--- config.mk ---
export PLATFORM = sky130hd
export DESIGN_NAME = vec_issue_ctrl_flat
export DESIGN_NICKNAME = d
export VERILOG_FILES = /design/src/rtl/vec_issue_ctrl_if.sv /design/src/rtl/vec_issue_ctrl.sv /design/src/flat_wrapper.sv
export SDC_FILE = /design/constraint.sdc
export NUM_CORES = 1
export LEC_CHECK = 0
export ABC_AREA = 1
export BUFFER_PORTS_ARGS = -buffer_cell sky130_fd_sc_hd__buf_4
export CORE_ASPECT_RATIO = 1.25
export CORE_MARGIN = 2
export CORE_UTILIZATION = 42
export DETAILED_ROUTE_END_ITERATION = 8
export GPL_TIMING_DRIVEN = 0
export PLACE_DENSITY_LB_ADDON = 0.25
export SLEW_MARGIN = 0
export SYNTH_ARGS = -nofsm -noshare
export SYNTH_HDL_FRONTEND = slang
export SYNTH_SLANG_ARGS = --single-unit
--- constraint.sdc ---
create_clock -name clk_i -period 1.25 [get_ports clk_i]
set_input_delay 0.125 -clock clk_i [delete_from_list [all_inputs] [get_ports clk_i]]
set_output_delay 0.125 -clock clk_i [all_outputs]
set_load 0.02 [all_outputs]
--- src/rtl/vec_issue_ctrl_if.sv ---
// Instruction, lane-broadcast and completion signals of vec_issue_ctrl.
// slave  : the controller's view
// master : the environment's view (front-end plus lane array)
interface vec_issue_ctrl_if #(
  parameter int unsigned lanes_p    = 4,
  parameter int unsigned els_p      = 32,
  parameter int unsigned vdw_p      = 32,
  parameter int unsigned op_width_p = 3
);
  localparam int unsigned AddrW = $clog2(els_p);

  // upstream instruction handshake
  logic                  v_i;
  logic                  ready_o;
  logic [op_width_p-1:0] op_i;
  logic [AddrW-1:0]      vd_i;
  logic [AddrW-1:0]      vs1_i;
  logic [AddrW-1:0]      vs2_i;
  logic [vdw_p-1:0]      scalar_i;

  // lane broadcast
  logic [op_width_p-1:0] lane_op_o;
  logic [AddrW-1:0]      lane_vd_o;
  logic [AddrW-1:0]      lane_vs1_o;
  logic [AddrW-1:0]      lane_vs2_o;
  logic [vdw_p-1:0]      lane_scalar_o;
  logic                  lane_start_o;
  logic [lanes_p-1:0]    lane_done_i;

  // completion response and status
  logic                  done_v_o;
  logic                  done_ready_i;
  logic [AddrW-1:0]      done_vd_o;
  logic                  done_err_o;
  logic                  busy_o;

  modport slave (
    input  v_i, op_i, vd_i, vs1_i, vs2_i, scalar_i, lane_done_i, done_ready_i,
    output ready_o, lane_op_o, lane_vd_o, lane_vs1_o, lane_vs2_o, lane_scalar_o,
           lane_start_o, done_v_o, done_vd_o, done_err_o, busy_o
  );

  modport master (
    output v_i, op_i, vd_i, vs1_i, vs2_i, scalar_i, lane_done_i, done_ready_i,
    input  ready_o, lane_op_o, lane_vd_o, lane_vs1_o, lane_vs2_o, lane_scalar_o,
           lane_start_o, done_v_o, done_vd_o, done_err_o, busy_o
  );
endinterface

--- src/rtl/vec_issue_ctrl.sv ---
// vec_issue_ctrl: issues one vector instruction at a time to a bank of lanes,
// collects per-lane completion pulses and returns one response upstream.
// Optional watchdog: define VEC_ISSUE_TIMEOUT_EN to force a response with
// done_err_o=1 after timeout_p WAIT cycles without full completion.
module vec_issue_ctrl #(
  parameter int unsigned lanes_p    = 4,
  parameter int unsigned els_p      = 32,
  parameter int unsigned vdw_p      = 32,
  parameter int unsigned op_width_p = 3,
  parameter int unsigned timeout_p  = 64
) (
  input  logic             clk_i,
  input  logic             reset_n_i,
  vec_issue_ctrl_if.slave  bus
);

  localparam int unsigned AddrW = $clog2(els_p);

  typedef enum logic [1:0] {
    IDLE  = 2'd0,
    ISSUE = 2'd1,
    WAIT  = 2'd2,
    RESP  = 2'd3
  } state_e;

  state_e                state_q, state_d;
  logic [op_width_p-1:0] op_q, op_d;
  logic [AddrW-1:0]      vd_q, vd_d;
  logic [AddrW-1:0]      vs1_q, vs1_d;
  logic [AddrW-1:0]      vs2_q, vs2_d;
  logic [vdw_p-1:0]      scalar_q, scalar_d;
  logic [lanes_p-1:0]    mask_q, mask_d;
  logic                  ready_q, ready_d;
  logic                  start_q, start_d;
  logic                  done_v_q, done_v_d;
  logic                  busy_q, busy_d;
  logic                  all_done_c;

`ifdef VEC_ISSUE_TIMEOUT_EN
  localparam int unsigned CntW = $clog2(timeout_p + 1);
  logic [CntW-1:0]       cnt_q, cnt_d;
  logic                  err_q, err_d;
`endif

  // Next-state, capture, completion mask and registered-output decode
  always_comb begin
    state_d    = state_q;
    op_d       = op_q;
    vd_d       = vd_q;
    vs1_d      = vs1_q;
    vs2_d      = vs2_q;
    scalar_d   = scalar_q;
    mask_d     = mask_q;
    all_done_c = &(mask_q | bus.lane_done_i);
`ifdef VEC_ISSUE_TIMEOUT_EN
    cnt_d      = cnt_q;
    err_d      = err_q;
`endif

    case (state_q)
      IDLE: begin
        if (bus.v_i && ready_q) begin
          op_d     = bus.op_i;
          vd_d     = bus.vd_i;
          vs1_d    = bus.vs1_i;
          vs2_d    = bus.vs2_i;
          scalar_d = bus.scalar_i;
          state_d  = ISSUE;
        end
      end
      ISSUE: begin
        mask_d  = '0;
`ifdef VEC_ISSUE_TIMEOUT_EN
        cnt_d   = '0;
`endif
        state_d = WAIT;
      end
      WAIT: begin
        mask_d = mask_q | bus.lane_done_i;
        // normal completion takes priority over a coincident timeout
        if (all_done_c) begin
          state_d = RESP;
        end
`ifdef VEC_ISSUE_TIMEOUT_EN
        else if (cnt_q == CntW'(timeout_p - 1)) begin
          state_d = RESP;
          err_d   = 1'b1;
        end else begin
          cnt_d = cnt_q + CntW'(1);
        end
`endif
      end
      RESP: begin
        if (bus.done_ready_i) begin
          state_d = IDLE;
`ifdef VEC_ISSUE_TIMEOUT_EN
          err_d   = 1'b0;
`endif
        end
      end
      default: state_d = IDLE;
    endcase

    ready_d  = (state_d == IDLE);
    start_d  = (state_d == ISSUE);
    done_v_d = (state_d == RESP);
    busy_d   = (state_d != IDLE);
  end

  // State, instruction and output registers
  always_ff @(posedge clk_i or negedge reset_n_i) begin
    if (!reset_n_i) begin
      state_q  <= IDLE;
      op_q     <= '0;
      vd_q     <= '0;
      vs1_q    <= '0;
      vs2_q    <= '0;
      scalar_q <= '0;
      mask_q   <= '0;
      ready_q  <= 1'b1;
      start_q  <= 1'b0;
      done_v_q <= 1'b0;
      busy_q   <= 1'b0;
    end else begin
      state_q  <= state_d;
      op_q     <= op_d;
      vd_q     <= vd_d;
      vs1_q    <= vs1_d;
      vs2_q    <= vs2_d;
      scalar_q <= scalar_d;
      mask_q   <= mask_d;
      ready_q  <= ready_d;
      start_q  <= start_d;
      done_v_q <= done_v_d;
      busy_q   <= busy_d;
    end
  end

`ifdef VEC_ISSUE_TIMEOUT_EN
  // Watchdog counter and error flag
  always_ff @(posedge clk_i or negedge reset_n_i) begin
    if (!reset_n_i) begin
      cnt_q <= '0;
      err_q <= 1'b0;
    end else begin
      cnt_q <= cnt_d;
      err_q <= err_d;
    end
  end

  assign bus.done_err_o = err_q;
`else
  assign bus.done_err_o = 1'b0;
`endif

  assign bus.ready_o       = ready_q;
  assign bus.busy_o        = busy_q;
  assign bus.lane_start_o  = start_q;
  assign bus.lane_op_o     = op_q;
  assign bus.lane_vd_o     = vd_q;
  assign bus.lane_vs1_o    = vs1_q;
  assign bus.lane_vs2_o    = vs2_q;
  assign bus.lane_scalar_o = scalar_q;
  assign bus.done_v_o      = done_v_q;
  assign bus.done_vd_o     = vd_q;

endmodule

--- src/flat_wrapper.sv ---
// flat-port wrapper written by rule: the top's interface ports become plain ports
module vec_issue_ctrl_flat 
#(
  parameter int unsigned lanes_p    = 4,
  parameter int unsigned els_p      = 32,
  parameter int unsigned vdw_p      = 32,
  parameter int unsigned op_width_p = 3,
  parameter int unsigned timeout_p  = 64
)
  (clk_i, reset_n_i, bus_v_i, bus_op_i, bus_vd_i, bus_vs1_i, bus_vs2_i, bus_scalar_i, bus_lane_done_i, bus_done_ready_i, bus_ready_o, bus_lane_op_o, bus_lane_vd_o, bus_lane_vs1_o, bus_lane_vs2_o, bus_lane_scalar_o, bus_lane_start_o, bus_done_v_o, bus_done_vd_o, bus_done_err_o, bus_busy_o);
  vec_issue_ctrl_if #(.lanes_p(lanes_p), .els_p(els_p), .vdw_p(vdw_p), .op_width_p(op_width_p)) bus_i ();
  input  logic clk_i;
  input  logic reset_n_i;
  input wire logic [$bits(bus_i.v_i)-1:0] bus_v_i;
  input wire logic [$bits(bus_i.op_i)-1:0] bus_op_i;
  input wire logic [$bits(bus_i.vd_i)-1:0] bus_vd_i;
  input wire logic [$bits(bus_i.vs1_i)-1:0] bus_vs1_i;
  input wire logic [$bits(bus_i.vs2_i)-1:0] bus_vs2_i;
  input wire logic [$bits(bus_i.scalar_i)-1:0] bus_scalar_i;
  input wire logic [$bits(bus_i.lane_done_i)-1:0] bus_lane_done_i;
  input wire logic [$bits(bus_i.done_ready_i)-1:0] bus_done_ready_i;
  output wire logic [$bits(bus_i.ready_o)-1:0] bus_ready_o;
  output wire logic [$bits(bus_i.lane_op_o)-1:0] bus_lane_op_o;
  output wire logic [$bits(bus_i.lane_vd_o)-1:0] bus_lane_vd_o;
  output wire logic [$bits(bus_i.lane_vs1_o)-1:0] bus_lane_vs1_o;
  output wire logic [$bits(bus_i.lane_vs2_o)-1:0] bus_lane_vs2_o;
  output wire logic [$bits(bus_i.lane_scalar_o)-1:0] bus_lane_scalar_o;
  output wire logic [$bits(bus_i.lane_start_o)-1:0] bus_lane_start_o;
  output wire logic [$bits(bus_i.done_v_o)-1:0] bus_done_v_o;
  output wire logic [$bits(bus_i.done_vd_o)-1:0] bus_done_vd_o;
  output wire logic [$bits(bus_i.done_err_o)-1:0] bus_done_err_o;
  output wire logic [$bits(bus_i.busy_o)-1:0] bus_busy_o;
  assign bus_i.v_i = bus_v_i;
  assign bus_i.op_i = bus_op_i;
  assign bus_i.vd_i = bus_vd_i;
  assign bus_i.vs1_i = bus_vs1_i;
  assign bus_i.vs2_i = bus_vs2_i;
  assign bus_i.scalar_i = bus_scalar_i;
  assign bus_i.lane_done_i = bus_lane_done_i;
  assign bus_i.done_ready_i = bus_done_ready_i;
  assign bus_ready_o = bus_i.ready_o;
  assign bus_lane_op_o = bus_i.lane_op_o;
  assign bus_lane_vd_o = bus_i.lane_vd_o;
  assign bus_lane_vs1_o = bus_i.lane_vs1_o;
  assign bus_lane_vs2_o = bus_i.lane_vs2_o;
  assign bus_lane_scalar_o = bus_i.lane_scalar_o;
  assign bus_lane_start_o = bus_i.lane_start_o;
  assign bus_done_v_o = bus_i.done_v_o;
  assign bus_done_vd_o = bus_i.done_vd_o;
  assign bus_done_err_o = bus_i.done_err_o;
  assign bus_busy_o = bus_i.busy_o;
  vec_issue_ctrl #(.lanes_p(lanes_p), .els_p(els_p), .vdw_p(vdw_p), .op_width_p(op_width_p), .timeout_p(timeout_p)) u_core (.clk_i(clk_i), .reset_n_i(reset_n_i), .bus(bus_i));
endmodule
==> results by group, run 1 <==
Worst setup path
  • Arr. time, crit path: 1.64 ns
  • CP Max Fanout: 10
  • Worst path max stage delay: 0.42 ns
  • CP max stage cell: dfrtp_1
  • Worst R2R Start: u_core.state_q[0]
  • R2R depth: 5
  • WS Path Type: register to register
  • Crit. End Element: register
  • Worst path cell trace: inv_2 > ha_4 > nand2_8 > buf_12 > mux2_4
  • FF-to-FF End: u_core.bus.lane_scalar_o[13]
  • Req. time, crit path: 1.47 ns
  • Setup slack, reg-to-reg: -0.17 ns
  • Crit path launch type: register
  • Crit path capture: u_core.bus.lane_scalar_o[13]
  • Crit path from: u_core.state_q[0]

Floorplan
  • # IOs: 118
  • Die H: 91.8 µm
  • Core area: 0.00586 mm²
  • Chip Width: 74.2 µm
  • Die area: 0.00681 mm²
  • Initial Util: 0.442
  • FP Rows: 31

Power
  • Cell area power density: 2650 mW/mm²
  • Leak: 2.30 nW
  • Peak VDD IR: 1.36 mV
  • Power, Total: 11.5 mW

Timing
  • Final period util: 1.14
  • RSZ-0062 raised after global routing: yes
  • Setup WS post-layout: -0.172 ns
  • Clk_skew: 0.0104 ns
  • Setup violators final: 55
  • Fmax: 703 MHz
  • Final total negative setup slack: -8.10 ns
  • Post-route minimum period: 1.42 ns
  • Slew Limit Fails: 0
  • Max_slew headroom: 0.492
  • Final Hold Viols: 0
  • Pin slew with the least headroom to its limit: 0.762 ns

Detailed routing
  • Drt first-iter violations: 81
  • Routed len/inst: 15.2 µm
  • Via density: 4.46
  • DR vias: 1,876
  • Final ANT Viol Nets: 0
  • Drt pass-1 iters: 4
  • # DRC: 0
  • Routed wire length: 6.39 mm

Final layout
  • Share of post-route cells with drive strength above 1: 0.667
  • N_diodes: 0
  • Final nets: 396
  • Non-Filler Cell Area, Final: 0.00435 mm²
  • Layout area overhead: 68.1%
  • Cell Count, Final, Fillers Out: 421
  • Final core utilization: 0.743

Placement
  • Final HPWL DP: 3.91 mm
  • Placed Cells: 365
  • Gpl congestion: 0.748
  • Buffers on Ports: 116
  • Placed Area: 0.00357 mm²

Synth
  • Top-area cell type share of the netlist area: 0.571
  • Post-synth top cells: dfrtp_1, mux2_4, nand2_1
  • Post-synth EDFFs: 0
  • Yosys warns: 0
  • Simple-Gate Fraction of Synth Area: 0.0450
  • Sequential share of the synthesized area: 0.581
  • XOR/XNOR Fraction of Synth Area: 0
  • FF+latch count, synth: 60
  • Mapped Area: 0.00259 mm²
  • Synth Net Count: 229
  • Compound-gate portion of the synthesized area: 0.0126
  • Yosys cell types: 17
  • Top post-synthesis cells by area: dfrtp_1, mux2_4, buf_6, ha_1, nand2_1
  • FFs w/ async S/R, synth: 1.00
  • Largest family of logic cells by synthesized area: multiplexers
  • Top FF cell, synth: dfrtp_1
  • Multiplexer share of the synthesized area: 0.290
  • Syn Inst Count: 167
  • Adder-Cell Fraction of Synth Area: 0.0193
  • Mean Syn Cell Area: 15.5 µm²
  • Most instantiated library cell after synthesis: dfrtp_1
  • Synth area leader: dfrtp_1

Hold path
  • Hold path startpoint: bus_vs2_i[2]
  • Hold Crit Class: primary input to register

Clock tree
  • CTS Sinks: 60
  • Clock transition at path regs: 0.08 ns
  • CTS tree: yes
  • H-tree Lvls: 3
  • CTS Buf Count: 9
  • Clk_lat worst skew: 0.34 ns
  • Clock Path Buffers: 2
  • CTS root buffer: clkbuf_8

Outcome
  • Failing checks: negative setup slack
  • Status: finished with violations

Global routing
  • Pin count of the biggest net entering global routing: 61
  • GRT overflow: 0
  • Initial antenna violation count: 0
  • Vias in the first global route: 1,915
  • First-pass GRT wire length: 9.54 mm
  • Gr usage total: 0.191

Flow run
  • Max cap viols: 0
-- stage by stage --
step / hold slack, ns / setup slack, ns
final: 0.0128 / -0.172
after global routing: 0.00221 / -0.200
after CTS: 0.000439 / -0.143
after detailed placement: 0.243 / -0.218
after global placement: 0.243 / -0.193
after floorplan: -0.171 / -0.102
-- how the worst min path moves through the flow --
stage,end,slack (ns),depth (start not counted)
after global placement,u_core.bus.lane_scalar_o[4],0.24,1
final,u_core.bus.lane_vs2_o[2],0.01,2
after detailed placement,u_core.bus.lane_scalar_o[8],0.24,1
after CTS,u_core.bus.lane_vs2_o[3],0.0004,2
after global routing,u_core.bus.lane_scalar_o[25],0.002,2
after floorplan,u_core.bus.busy_o,-0.17,0
-- report_power, final --
part / total [mW] / switching [mW] / internal [mW]
registers: 3.44 / 0.558 / 2.89
clock network: 1.96 / 0.833 / 1.13
logic: 6.12 / 2.78 / 3.33
total: 11.5 / 4.17 / 7.35
-- state kept, by name (all words and copies together), names as in the netlist --
signal,cells
u_core.bus.ready_o,1
u_core.state_q,2
u_core.bus.lane_op_o,3
u_core.bus.done_vd_o,5
u_core.bus.busy_o,1
u_core.bus.lane_vs2_o,5
u_core.bus.lane_start_o,1
u_core.bus.lane_vs1_o,5
u_core.mask_q,4
u_core.bus.done_v_o,1
u_core.bus.lane_scalar_o,32
-- per-layer routing --
layer  GRT usage  vias up  share of wire
met5           0        -              0
li1            -      885              -
met4      0.0833        0          0.021
met1       0.209      923           0.37
met3      0.0604       15          0.047
met2       0.330       53           0.57
-- cells by family after synthesis --
group / count (synthesis)
flip-flops: 60
multiplexers: 50
AND/OR/NAND/NOR: 27
buffers and inverters: 19
AO/OA/AOI/OAI: 6
adder cells (fa/ha/maj): 4
other: 1
-- timing repair --
| action | in CTS | in global routing |
|---|---|---|
| cloned | 0 | 1 |
| endpoints found under the hold margin | 85 | 2 |
| setup endpoints to repair | 56 | 58 |
| pin swaps | 13 | 6 |
| hold buffers | 27 | 2 |
| buffers inserted | 6 | 4 |
| resized for setup | 28 | 12 |
-- critical path: cells and delay by family, from the launching register on --
family / cells / cell delay (ns)
AND/OR/NAND/NOR: 1 / 0.10
flip-flops: 1 / 0.42
buffers and inverters: 2 / 0.31
multiplexers: 1 / 0.30
adder cells (fa/ha/maj): 1 / 0.17
-- layout make-up --
class                           instances  area, µm²
Clock buffer                            9        124
Sequential cell                        60       1500
Timing Repair Buffer                  156       1280
Tap cell                               82        103
Multi-Input combinational cell         88       1060
Buffer                                 11        145
Fill cell                             404       1510
Inverter                                8       32.5
Clock inverter                          7       98.8
-- placed cells by master (no fill, tap or decap) --
master / instances
a21boi_1: 1
a21oi_1: 3
a21oi_2: 2
buf_12: 5
buf_4: 126
buf_6: 6
bufinv_16: 2
clkbuf_16: 1
clkbuf_8: 9
clkinv_2: 1
clkinv_4: 2
clkinvlp_4: 1
conb_1: 1
dfrtp_1: 59
dfstp_2: 1
dlygate4sd3_1: 29
ha_4: 4
inv_1: 3
inv_2: 4
inv_4: 1
inv_6: 1
mux2_4: 50
nand2_1: 6
nand2_2: 5
nand2_4: 2
nand2_8: 1
nand3_1: 2
nor2_1: 8
nor2_4: 2
or2_1: 1
Note: power is estimated with default switching activity, not from simulation.
==> run 2, diff against run 1 <==
--- a/config.mk
+++ b/config.mk
@@ -14,4 +14,5 @@
 export GPL_TIMING_DRIVEN = 0
 export PLACE_DENSITY_LB_ADDON = 0.25
+export SETUP_SLACK_MARGIN = 0.4
 export SLEW_MARGIN = 0
 export SYNTH_ARGS = -nofsm -noshare
==> constraint.sdc (replaced) <==
create_clock -name clk_i -period 1.25 [get_ports clk_i]
set_input_delay 0.1875 -clock clk_i [delete_from_list [all_inputs] [get_ports clk_i]]
set_output_delay 0.1875 -clock clk_i [all_outputs]
set_load 0.02 [all_outputs]
==> run 2 against run 1 <==
Effect of this change: the run ends with negative hold slack, negative setup slack left; combinational power up 25%; global-route usage up 0.19 points; clock-buffer cell count up 2; sequential power up 5%; hold slack worse by 0.092 ns; critical path type unchanged; critical endpoint is now u_core.bus.lane_scalar_o[3]; largest power group unchanged.
==> results by group, run 2 (synthesis results as in run 1) <==
Floorplan
  • Initial Util: 0.442
  • Die area: 0.00681 mm²
  • Die H: 91.8 µm
  • # IOs: 118
  • Core area: 0.00586 mm²
  • Chip Width: 74.2 µm
  • FP Rows: 31

Worst setup path
  • Worst R2R Start: u_core.state_q[1]
  • Arr. time, crit path: 1.62 ns
  • Req. time, crit path: 1.45 ns
  • R2R depth: 5
  • CP Max Fanout: 10
  • FF-to-FF End: u_core.bus.lane_scalar_o[3]
  • Crit path launch type: register
  • Setup slack, reg-to-reg: -0.16 ns
  • Crit. End Element: register
  • WS Path Type: register to register

Timing
  • Max_slew headroom: 0.493
  • Pin slew with the least headroom to its limit: 0.760 ns
  • Setup WS post-layout: -0.164 ns
  • Post-route minimum period: 1.41 ns
  • Final Hold Viols: 59
  • Final period util: 1.13
  • Setup violators final: 57
  • Final total negative setup slack: -7.83 ns
  • Fmax: 707 MHz
  • RSZ-0062 raised after global routing: yes
  • Slew Limit Fails: 0
  • Hold_ws: -0.0797 ns
  • Clk_skew: 0.00989 ns

Detailed routing
  • DR vias: 1,924
  • DRT met1 WL: 2.56 mm
  • Routed len/inst: 15.2 µm
  • Wire length on met3: 322 µm
  • Max layer used: met4
  • Detail Route met2 WL: 3.58 mm
  • Via density: 4.46
  • Drt pass-1 iters: 3
  • Drt first-iter violations: 46
  • Routed wire length: 6.55 mm
  • Final ANT Viol Nets: 0
  • # DRC: 0

Clock tree
  • Clock Path Buffers: 2
  • CTS root buffer: clkbuf_8
  • Clk_lat worst skew: 0.33 ns
  • Clock transition at path regs: 0.07 ns
  • CTS tree: yes
  • H-tree Lvls: 3
  • CTS Buf Count: 9
  • CTS Sinks: 60

Final layout
  • Final nets: 407
  • Layout fillers: 362
  • Final core utilization: 0.781
  • Most frequent cells in the layout: buf_4, buf_6, dfrtp_1
  • Max reg flops: 32
  • Non-Filler Cell Area, Final: 0.00457 mm²
  • Share of post-route cells with drive strength above 1: 0.788
  • N_diodes: 0
  • Most common cell after layout, fill and taps aside: buf_4
  • Layout area overhead: 76.7%

Power
  • Peak VDD IR: 1.63 mV
  • Power, Total: 13.2 mW
  • Leak: 2.44 nW
  • Cell area power density: 2890 mW/mm²

Hold path
  • Hold Crit Class: primary input to asynchronous set/reset pin

Global routing
  • Pin count of the biggest net entering global routing: 61
  • Gr usage total: 0.193
  • Initial antenna violation count: 0
  • Vias in the first global route: 2,016
  • First-pass GRT wire length: 9.69 mm
  • GRT overflow: 0

Placement
  • Buffers on Ports: 116
  • Final HPWL DP: 3.91 mm
  • Placed Area: 0.00359 mm²
  • Gpl congestion: 0.760

Outcome
  • Failing checks: negative hold slack, negative setup slack
  • Status: finished with violations

Flow run
  • Max cap viols: 0
[run 2: changes by cell type in the layout (fill, tap and decap cells not counted), sizes merged]
cell	change
inv	-1
buf	+41
dlygate4sd3	-29
clkbuf	+1
clkinv	-2
[run 2: final cells by class]
class / count / area, µm² / area share
Clock inverter: 4 / 72.6 / 0.0159
Tap cell: 82 / 103 / 0.0224
Buffer: 11 / 164 / 0.0359
Timing Repair Buffer: 167 / 1480 / 0.323
Clock buffer: 11 / 151 / 0.0331
Multi-Input combinational cell: 88 / 1060 / 0.233
Sequential cell: 60 / 1500 / 0.329
Inverter: 8 / 35.0 / 0.00766
[run 2: worst max-delay path by stage]
stage / start / end / slack (ns) / depth (start not counted)
2_1_floorplan: u_core.bus.ready_o / u_core.bus.done_vd_o[4] / -0.10 / 5
3_3_place_gp: u_core.state_q[1] / u_core.bus.lane_vs1_o[4] / -0.15 / 5
3_5_place_dp: u_core.state_q[1] / u_core.bus.done_vd_o[4] / -0.17 / 5
4_1_cts: u_core.bus.ready_o / u_core.bus.lane_scalar_o[3] / -0.13 / 5
5_1_grt: u_core.state_q[1] / u_core.bus.done_v_o / -0.23 / 8
6_report: u_core.state_q[1] / u_core.bus.lane_scalar_o[3] / -0.16 / 5
[run 2: power breakdown]
group	leakage, nW	switching, mW	total [mW]	internal [mW]
clock network	0.111	0.733	1.95	1.22
registers	0.731	0.730	3.62	2.89
logic	1.60	3.04	7.65	4.61
total	2.44	4.51	13.2	8.72
[run 2: timing repair]
item                                    4_1_cts  5_1_grt
cloned                                        0        0
endpoints found under the setup margin      119      119
pin swaps                                     4        9
endpoints found under the hold margin        59       48
gates resized for setup                      73       26
buffers inserted                             29       22
[run 2: critical path: stages, from the launching register on]
cell     delay (ns)
dfrtp_1        0.44
inv_2          0.08
ha_4           0.18
nand2_8        0.12
buf_12         0.16
mux2_4         0.31
[run 2: metrics by stage]
| step | cells | worst slack, ns |
|---|---|---|
| floorplan | 167 | -0.101 |
| global placement | 365 | -0.148 |
| detailed placement | 365 | -0.167 |
| CTS | 409 | -0.127 |
| global route | 431 | -0.234 |
| finish | 431 | -0.164 |
[run 2: layer usage]
layer,track usage,up-vias
met4,0.0727,0
met1,0.222,953
met2,0.325,63
met5,0,-
li1,-,899
met3,0.0648,9
